## src/rtl/rv_pkg.sv

```systemverilog
// Shared RV32I definitions for the ID-stage scoreboard slice.
//   NREG        number of architectural registers (x0 is hard-wired zero)
//   REG_W       register index width
//   OP_*        RV32I major opcodes
//   src_use()   which source register fields an opcode actually reads
package rv_pkg;

  localparam int NREG  = 32;
  localparam int REG_W = 5;

  localparam logic [6:0] OP_R     = 7'b0110011;
  localparam logic [6:0] OP_S     = 7'b0100011;
  localparam logic [6:0] OP_SB    = 7'b1100011;
  localparam logic [6:0] OP_LOAD  = 7'b0000011;
  localparam logic [6:0] OP_IMM   = 7'b0010011;
  localparam logic [6:0] OP_JALR  = 7'b1100111;
  localparam logic [6:0] OP_LUI   = 7'b0110111;
  localparam logic [6:0] OP_AUIPC = 7'b0010111;
  localparam logic [6:0] OP_JAL   = 7'b1101111;

  typedef enum logic [1:0] {
    SRC_NONE,
    SRC_RS1,
    SRC_BOTH
  } src_use_e;

  // Unknown opcodes read nothing, so they can never be held up by a source hazard.
  function automatic src_use_e src_use(input logic [6:0] opcode);
    case (opcode)
      OP_R, OP_S, OP_SB:        return SRC_BOTH;
      OP_LOAD, OP_IMM, OP_JALR: return SRC_RS1;
      default:                  return SRC_NONE;
    endcase
  endfunction

endpackage

```

## src/rtl/sb_counter.sv

```systemverilog
// Per-register pending-write counter.
//   clock, reset  rising-edge clock, asynchronous active-low reset
//   inc           one write to this register issues this cycle
//   dec_a, dec_b  one write retires this cycle (writeback / kill)
//   cnt           current pending count
//   sat           count is all ones; no further issue may target this register
//   deficit       decrements that found nothing to retire (0 in legal operation)
module sb_counter #(
  parameter int CNT_W = 2
) (
  input  logic             clock,
  input  logic             reset,
  input  logic             inc,
  input  logic             dec_a,
  input  logic             dec_b,
  output logic [CNT_W-1:0] cnt,
  output logic             sat,
  output logic [1:0]       deficit
);

  // Two extra bits: one for the +1 carry, one as a sign for up to -2.
  localparam int SUM_W = CNT_W + 2;

  logic [SUM_W-1:0] sum;
  logic             underflow;

  // NOTE: every output of a combinational block is assigned on every path,
  // otherwise the tool infers a latch to hold the old value.
  always_comb begin
    sum       = SUM_W'(cnt) + SUM_W'(inc) - SUM_W'(dec_a) - SUM_W'(dec_b);
    underflow = sum[SUM_W-1];
    deficit   = underflow ? 2'(-sum) : 2'd0;
  end

  assign sat = &cnt;

  // NOTE: the scoreboard lives in flops, not a RAM, so every counter can be
  // cleared asynchronously by reset in a single event.
  // NOTE: state registers use non-blocking assignment so all counters update
  // from the same pre-edge values regardless of evaluation order.
  always_ff @(posedge clock or negedge reset) begin
    if (!reset) cnt <= '0;
    else        cnt <= underflow ? '0 : sum[CNT_W-1:0];
  end

  // Retiring a write that was never issued points at a pipeline bug upstream.
  assert property (@(posedge clock) disable iff (!reset) !underflow)
    else $error("sb_counter: decrement of an empty pending counter");

endmodule

```

## src/rtl/reg_scoreboard.sv

```systemverilog
// ID-stage register scoreboard and stall generator.
//   clock, reset           rising-edge clock, asynchronous active-low reset
//   id_*                   instruction currently in ID
//   wb_valid, wb_rd        register write committing this cycle
//   kill_valid, kill_rd    in-flight writer squashed this cycle
//   stall                  ID instruction must not issue
//   pc_load, if_id_load    front-end register enables (~stall)
//   bubble_sel             ID/EX loads a NOP
//   busy_vec               per-register "write pending" flags (bit 0 always 0)
//   infl_cnt               total pending writes
module reg_scoreboard
  import rv_pkg::*;
#(
  parameter int CNT_W     = 2,
  parameter int MAX_INFL  = 3,
  parameter bit WB_BYPASS = 1'b1
) (
  input  logic             clock,
  input  logic             reset,
  input  logic             id_valid,
  input  logic [6:0]       id_opcode,
  input  logic [REG_W-1:0] id_rs1,
  input  logic [REG_W-1:0] id_rs2,
  input  logic [REG_W-1:0] id_rd,
  input  logic             id_regwrite,
  input  logic             wb_valid,
  input  logic [REG_W-1:0] wb_rd,
  input  logic             kill_valid,
  input  logic [REG_W-1:0] kill_rd,
  output logic             stall,
  output logic             pc_load,
  output logic             if_id_load,
  output logic             bubble_sel,
  output logic [NREG-1:0]  busy_vec,
  output logic [2:0]       infl_cnt
);

  logic [CNT_W-1:0] cnt     [NREG];
  logic [1:0]       deficit [NREG];
  logic [NREG-1:0]  sat_vec;

  logic             wb_ret, kill_ret, issue;
  logic             use_rs1, use_rs2;
  logic             haz_rs1, haz_rs2, rd_sat, infl_full;
  logic [2:0]       deficit_sum, infl_nxt;
  src_use_e         src;

  assign wb_ret   = wb_valid && (wb_rd != '0);
  assign kill_ret = kill_valid && (kill_rd != '0);

  // x0 is never tracked: its slot reads as permanently idle.
  assign cnt[0]     = '0;
  assign deficit[0] = '0;
  assign sat_vec[0] = 1'b0;

  for (genvar r = 1; r < NREG; r++) begin : g_cnt
    sb_counter #(.CNT_W(CNT_W)) u_cnt (
      .clock   (clock),
      .reset   (reset),
      .inc     (issue && (id_rd == REG_W'(r))),
      .dec_a   (wb_ret && (wb_rd == REG_W'(r))),
      .dec_b   (kill_ret && (kill_rd == REG_W'(r))),
      .cnt     (cnt[r]),
      .sat     (sat_vec[r]),
      .deficit (deficit[r])
    );
  end

  always_comb begin
    src     = src_use(id_opcode);
    use_rs1 = (src != SRC_NONE);
    use_rs2 = (src == SRC_BOTH);

    // A write-first register file hands the last pending value straight to
    // the reader, so the final outstanding write committing now is no hazard.
    haz_rs1 = use_rs1 && (id_rs1 != '0) && (cnt[id_rs1] != '0) &&
              !(WB_BYPASS && (cnt[id_rs1] == CNT_W'(1)) && wb_valid && (wb_rd == id_rs1));
    haz_rs2 = use_rs2 && (id_rs2 != '0) && (cnt[id_rs2] != '0) &&
              !(WB_BYPASS && (cnt[id_rs2] == CNT_W'(1)) && wb_valid && (wb_rd == id_rs2));

    rd_sat    = id_regwrite && (id_rd != '0) && sat_vec[id_rd];
    // A retire in the same cycle frees a slot, so a full pipeline need not stall.
    infl_full = (infl_cnt == 3'(MAX_INFL)) && !wb_ret && !kill_ret;

    stall = id_valid && (haz_rs1 || haz_rs2 || rd_sat || infl_full);
    issue = id_valid && !stall && id_regwrite && (id_rd != '0);
  end

  assign pc_load    = ~stall;
  assign if_id_load = ~stall;
  assign bubble_sel = stall;

  always_comb begin
    busy_vec = '0;
    for (int r = 0; r < NREG; r++) busy_vec[r] = (cnt[r] != '0);
  end

  // Only the counters addressed by wb_rd / kill_rd can fall short; adding
  // their shortfall back keeps infl_cnt equal to the sum of the counters.
  always_comb begin
    deficit_sum = 3'(deficit[wb_rd]) + ((kill_rd != wb_rd) ? 3'(deficit[kill_rd]) : 3'd0);
    infl_nxt    = infl_cnt + 3'(issue) - 3'(wb_ret) - 3'(kill_ret) + deficit_sum;
  end

  always_ff @(posedge clock or negedge reset) begin
    if (!reset) infl_cnt <= '0;
    else        infl_cnt <= infl_nxt;
  end

endmodule

```

## config.mk

```make
export PLATFORM = sky130hd
export DESIGN_NAME = reg_scoreboard
export DESIGN_NICKNAME = d
export VERILOG_FILES = /design/src/rtl/rv_pkg.sv /design/src/rtl/sb_counter.sv /design/src/rtl/reg_scoreboard.sv
export SDC_FILE = /design/constraint.sdc
export NUM_CORES = 1
export LEC_CHECK = 0
export ABC_CLOCK_PERIOD_IN_PS = 11550
export BUFFER_PORTS_ARGS = -buffer_cell sky130_fd_sc_hd__buf_2
export CORE_MARGIN = 8
export CORE_UTILIZATION = 60
export CTS_CLUSTER_SIZE = 10
export DETAILED_ROUTE_END_ITERATION = 12
export GPL_TIMING_DRIVEN = 0
export PLACE_DENSITY = 0.91
export SLEW_MARGIN = 15
export SYNTH_ARGS = -nofsm -noshare
export SYNTH_HDL_FRONTEND = slang
export SYNTH_SLANG_ARGS = --single-unit
```

## constraint.sdc

```tcl
create_clock -name clock -period 11.55 [get_ports clock]
set_input_delay 0 -clock clock [delete_from_list [all_inputs] [get_ports clock]]
set_output_delay 0 -clock clock [all_outputs]
set_load 0.01 [all_outputs]
```

==> flow_summary.yaml <==
pwr:
  p_sw_w: 0.0006023
  total_power_w: 0.001389
  pwr-share-comb_pct: 48.1
  powerDensity_mw_per_mm2: 152.9
  p_int_w: 0.0007865
  switching_share_pct: 43.37
  p_seq_share_pct: 32.6
  pwr-share-clk_pct: 19.3
  ir_worst_vdd_v: 0.0001013
  p_leak_nw: 3.841
clocking:
  cts_root_buf: "clkbuf_16"
  cts_tree: "yes"
  clock-sinks: 65
  path_clk_slew_ns: 0.06
  cts_buffers: 9
  post-cts-setup-buffers: 0
  clk_path_buf_depth: 2
  ctsHoldBuffers: 1
  cts_resized: 0
  insertion_delay_ns: 0.36
  htreeDepth: 3
critical_path:
  crit_family: "adder cells"
  path_common_cell: "fa_1"
  arrival_ns: 7.32
  cp-end-kind: "flip-flop"
  cp.required_ns: 11.83
  critPathKind: "reg -> reg"
  rr_worst_depth: 21
  path_cells: "mux2_1, mux4_2, o311ai_1, a211oi_1, nor4_4, nand4_2, clkbuf_1, nor3_1, ha_1, fa_1, nor4_1, mux4_2, mux4_2, a22o_1, fa_1, inv_1, fa_1, inv_1, fa_1, xnor2_1, xnor2_1"
  critPathBufInv: 3
  reg2reg_slack_ns: 4.50
  slowest_stage: "nor4_1"
  path_max_fanout: 10
  cpPeakStageDelay_ns: 0.78
  cp-start-kind: "flip-flop"
  cp.depth: 21
synthesis:
  ys_seq_area_share_pct: 19.74
  synth-edff-count: 0
  synth_nets: 1105
  synth.most_common_cell: "nand2_1"
  synth.top_cells.by_count: "nand2_1, dfrtp_1, ha_1, nor3_1, nor2_1"
  synthCells: 967
  synth.distinct_cells: 63
  postSynth.asyncResetShare_pct: 100.0
  synth_top_area_share_pct: 19.74
  synth_area_leader_cell: "dfrtp_1"
  ys_warn_count: 0
  synth_area_sq_mm: 0.008238
  ys_ff_latch: 65
  synthFlopType: "dfrtp_1"
  netlist_top_cells_area: "dfrtp_1, mux4_2, nand2_1"
  synth.avg_cell_area_sq_um: 8.519
floorplanning:
  io_pins: 77
  die_w_um: 133.2
  num_rows: 43
  core_area_sq_mm: 0.01367
  die-area_sq_mm: 0.01774
  initial_utilization_pct: 60.28
  die_y_um: 133.2
sta:
  period_share_pct: 61.00
  fin_crit_ns: 7.046
  slew_violations: 0
  hold_viol_final: 0
  hold_ws_ns: 0.1058
  final.setup_skew_ns: 0.008163
  slew_headroom_pct: 19.68
  rsz0062_at_grt: "false"
  finalSetupViolCount: 0
  max_slew.worst_pin.slew_ns: 1.189
  max_freq_mhz: 141.9
  setup_tns_ns: 0
detailed_routing:
  drtAntennaViolNets: 0
  firstDrtPassIters: 7
  wirelength_um: 31290
  drt-initial-drc-count: 1357
  vias: 8606
  drcViolationCount: 0
  via_per_inst: 7.014
  wl_per_cell_um: 25.50
cells_and_area:
  nNetsFinal: 1180
  num_antenna_cells: 0
  multi_input_area_sq_mm: 0.006307
  syn2layout_area_growth_pct: 10.25
  nFillCells: 1129
  ff_latch_area_sq_mm: 0.001627
  drive_gt1_share_pct: 16.62
outcome:
  status: "completed"
placement:
  io_buffer_count: 62
  gp_congestion: 1.049
  hpwl_um: 24290
hold_path:
  hp-class: "in -> async"
grt:
  grt_pass1_vias: 8327
  grt_pass1_wl_um: 48060
  grtUsageTotal_pct: 35.51
  grt-ovfl-total: 0
  grt_max_degree: 41
  antenna_found_initial: 0
run:
  cap_violations: 0
==> power by group through the flow <==
stage | Clock [W] | Combinational (W) | Sequential (W)
floorplan | 0 | 0.000469 | 0.000379
finish | 0.000268 | 0.000668 | 0.000452
CTS | 0.000267 | 0.000662 | 0.000439
global placement | 0 | 0.000627 | 0.000438
global route | 0.000276 | 0.000731 | 0.000453
detailed placement | 0 | 0.000657 | 0.000442
==> layout by cell type, fill, tap and decap left out, types with 14 or more instances in the layout <==
cell type | netlist | final
buf_2 | 3 | 64
nor2_1 | 54 | 54
mux2i_1 | 14 | 14
nor3_1 | 65 | 65
nor4_1 | 33 | 33
nand2_1 | 218 | 218
mux4_2 | 46 | 46
fa_1 | 35 | 35
clkbuf_1 | 43 | 46
o21ai_0 | 24 | 24
nand3_1 | 34 | 34
nor2b_1 | 41 | 41
dfrtp_1 | 65 | 65
a21oi_1 | 15 | 15
ha_1 | 65 | 65
or2_2 | 33 | 33
nand2b_1 | 20 | 20
==> kinds of logic (layout without fill, tap and decap cells) <==
kind of cell,count (synthesis),count (layout),synth area share [%]
adders and majority gates,100,100,18.38
DFF,65,65,19.74
muxes,73,73,16.05
buffers and inverters,73,153,3.691
and+or+nand+nor,536,536,31.94
other,1,1,0.04552
xor gates and xnor gates,19,19,2.020
AOI/OAI and AO/OA,100,100,8.126
==> final cells by class <==
class,count,area share (%)
Inverter,13,0.5373
Timing Repair Buffer,64,3.775
Clock inverter,2,0.1378
Multi-Input combinational cell,829,69.44
Buffer,60,2.810
Sequential cell,65,17.91
Clock buffer,14,2.907
Tap cell,180,2.480
==> worst paths after layout <==
kind	endpoint	start
max	infl_cnt[2]$_DFF_PN0_	g_cnt[19].u_cnt.cnt[1]$_DFF_PN0_
min	g_cnt[29].u_cnt.cnt[1]$_DFF_PN0_	reset
max reg2reg	infl_cnt[2]$_DFF_PN0_	g_cnt[19].u_cnt.cnt[1]$_DFF_PN0_
min reg2reg	infl_cnt[2]$_DFF_PN0_	infl_cnt[2]$_DFF_PN0_
max in group asynchronous	g_cnt[1].u_cnt.cnt[0]$_DFF_PN0_	reset
min in group clock	if_id_load	id_valid
==> through the flow <==
stage | area [sq um] | setup WS [ns] | utilization [%] | cells
floorplan | 8238 | 5.769 | - | 967
global route | 9082 | 4.173 | 66.46 | 1227
detailed placement | 8796 | 4.606 | 64.37 | 1210
global placement | 8773 | 4.785 | 64.20 | 1209
finish | 9082 | 4.504 | 66.46 | 1227
CTS | 9082 | 4.695 | 66.46 | 1227
==> flip-flops by register name, summed over array words and instances (netlist names) <==
| signal | flops |
|---|---|
| g_cnt.u_cnt.cnt | 62 |
| infl_cnt | 3 |
==> per-layer routing <==
| layer | vias to the layer above | share of wire [%] | global-route usage [%] |
|---|---|---|---|
| li1 | 3652 | - | - |
| met1 | 4001 | 36 | 45.11 |
| met2 | 762 | 41 | 51.02 |
| met3 | 191 | 15 | 11.56 |
| met4 | 0 | 7.4 | 23.02 |
| met5 | - | 0 | 0 |
(Power assumes the default switching activity.)
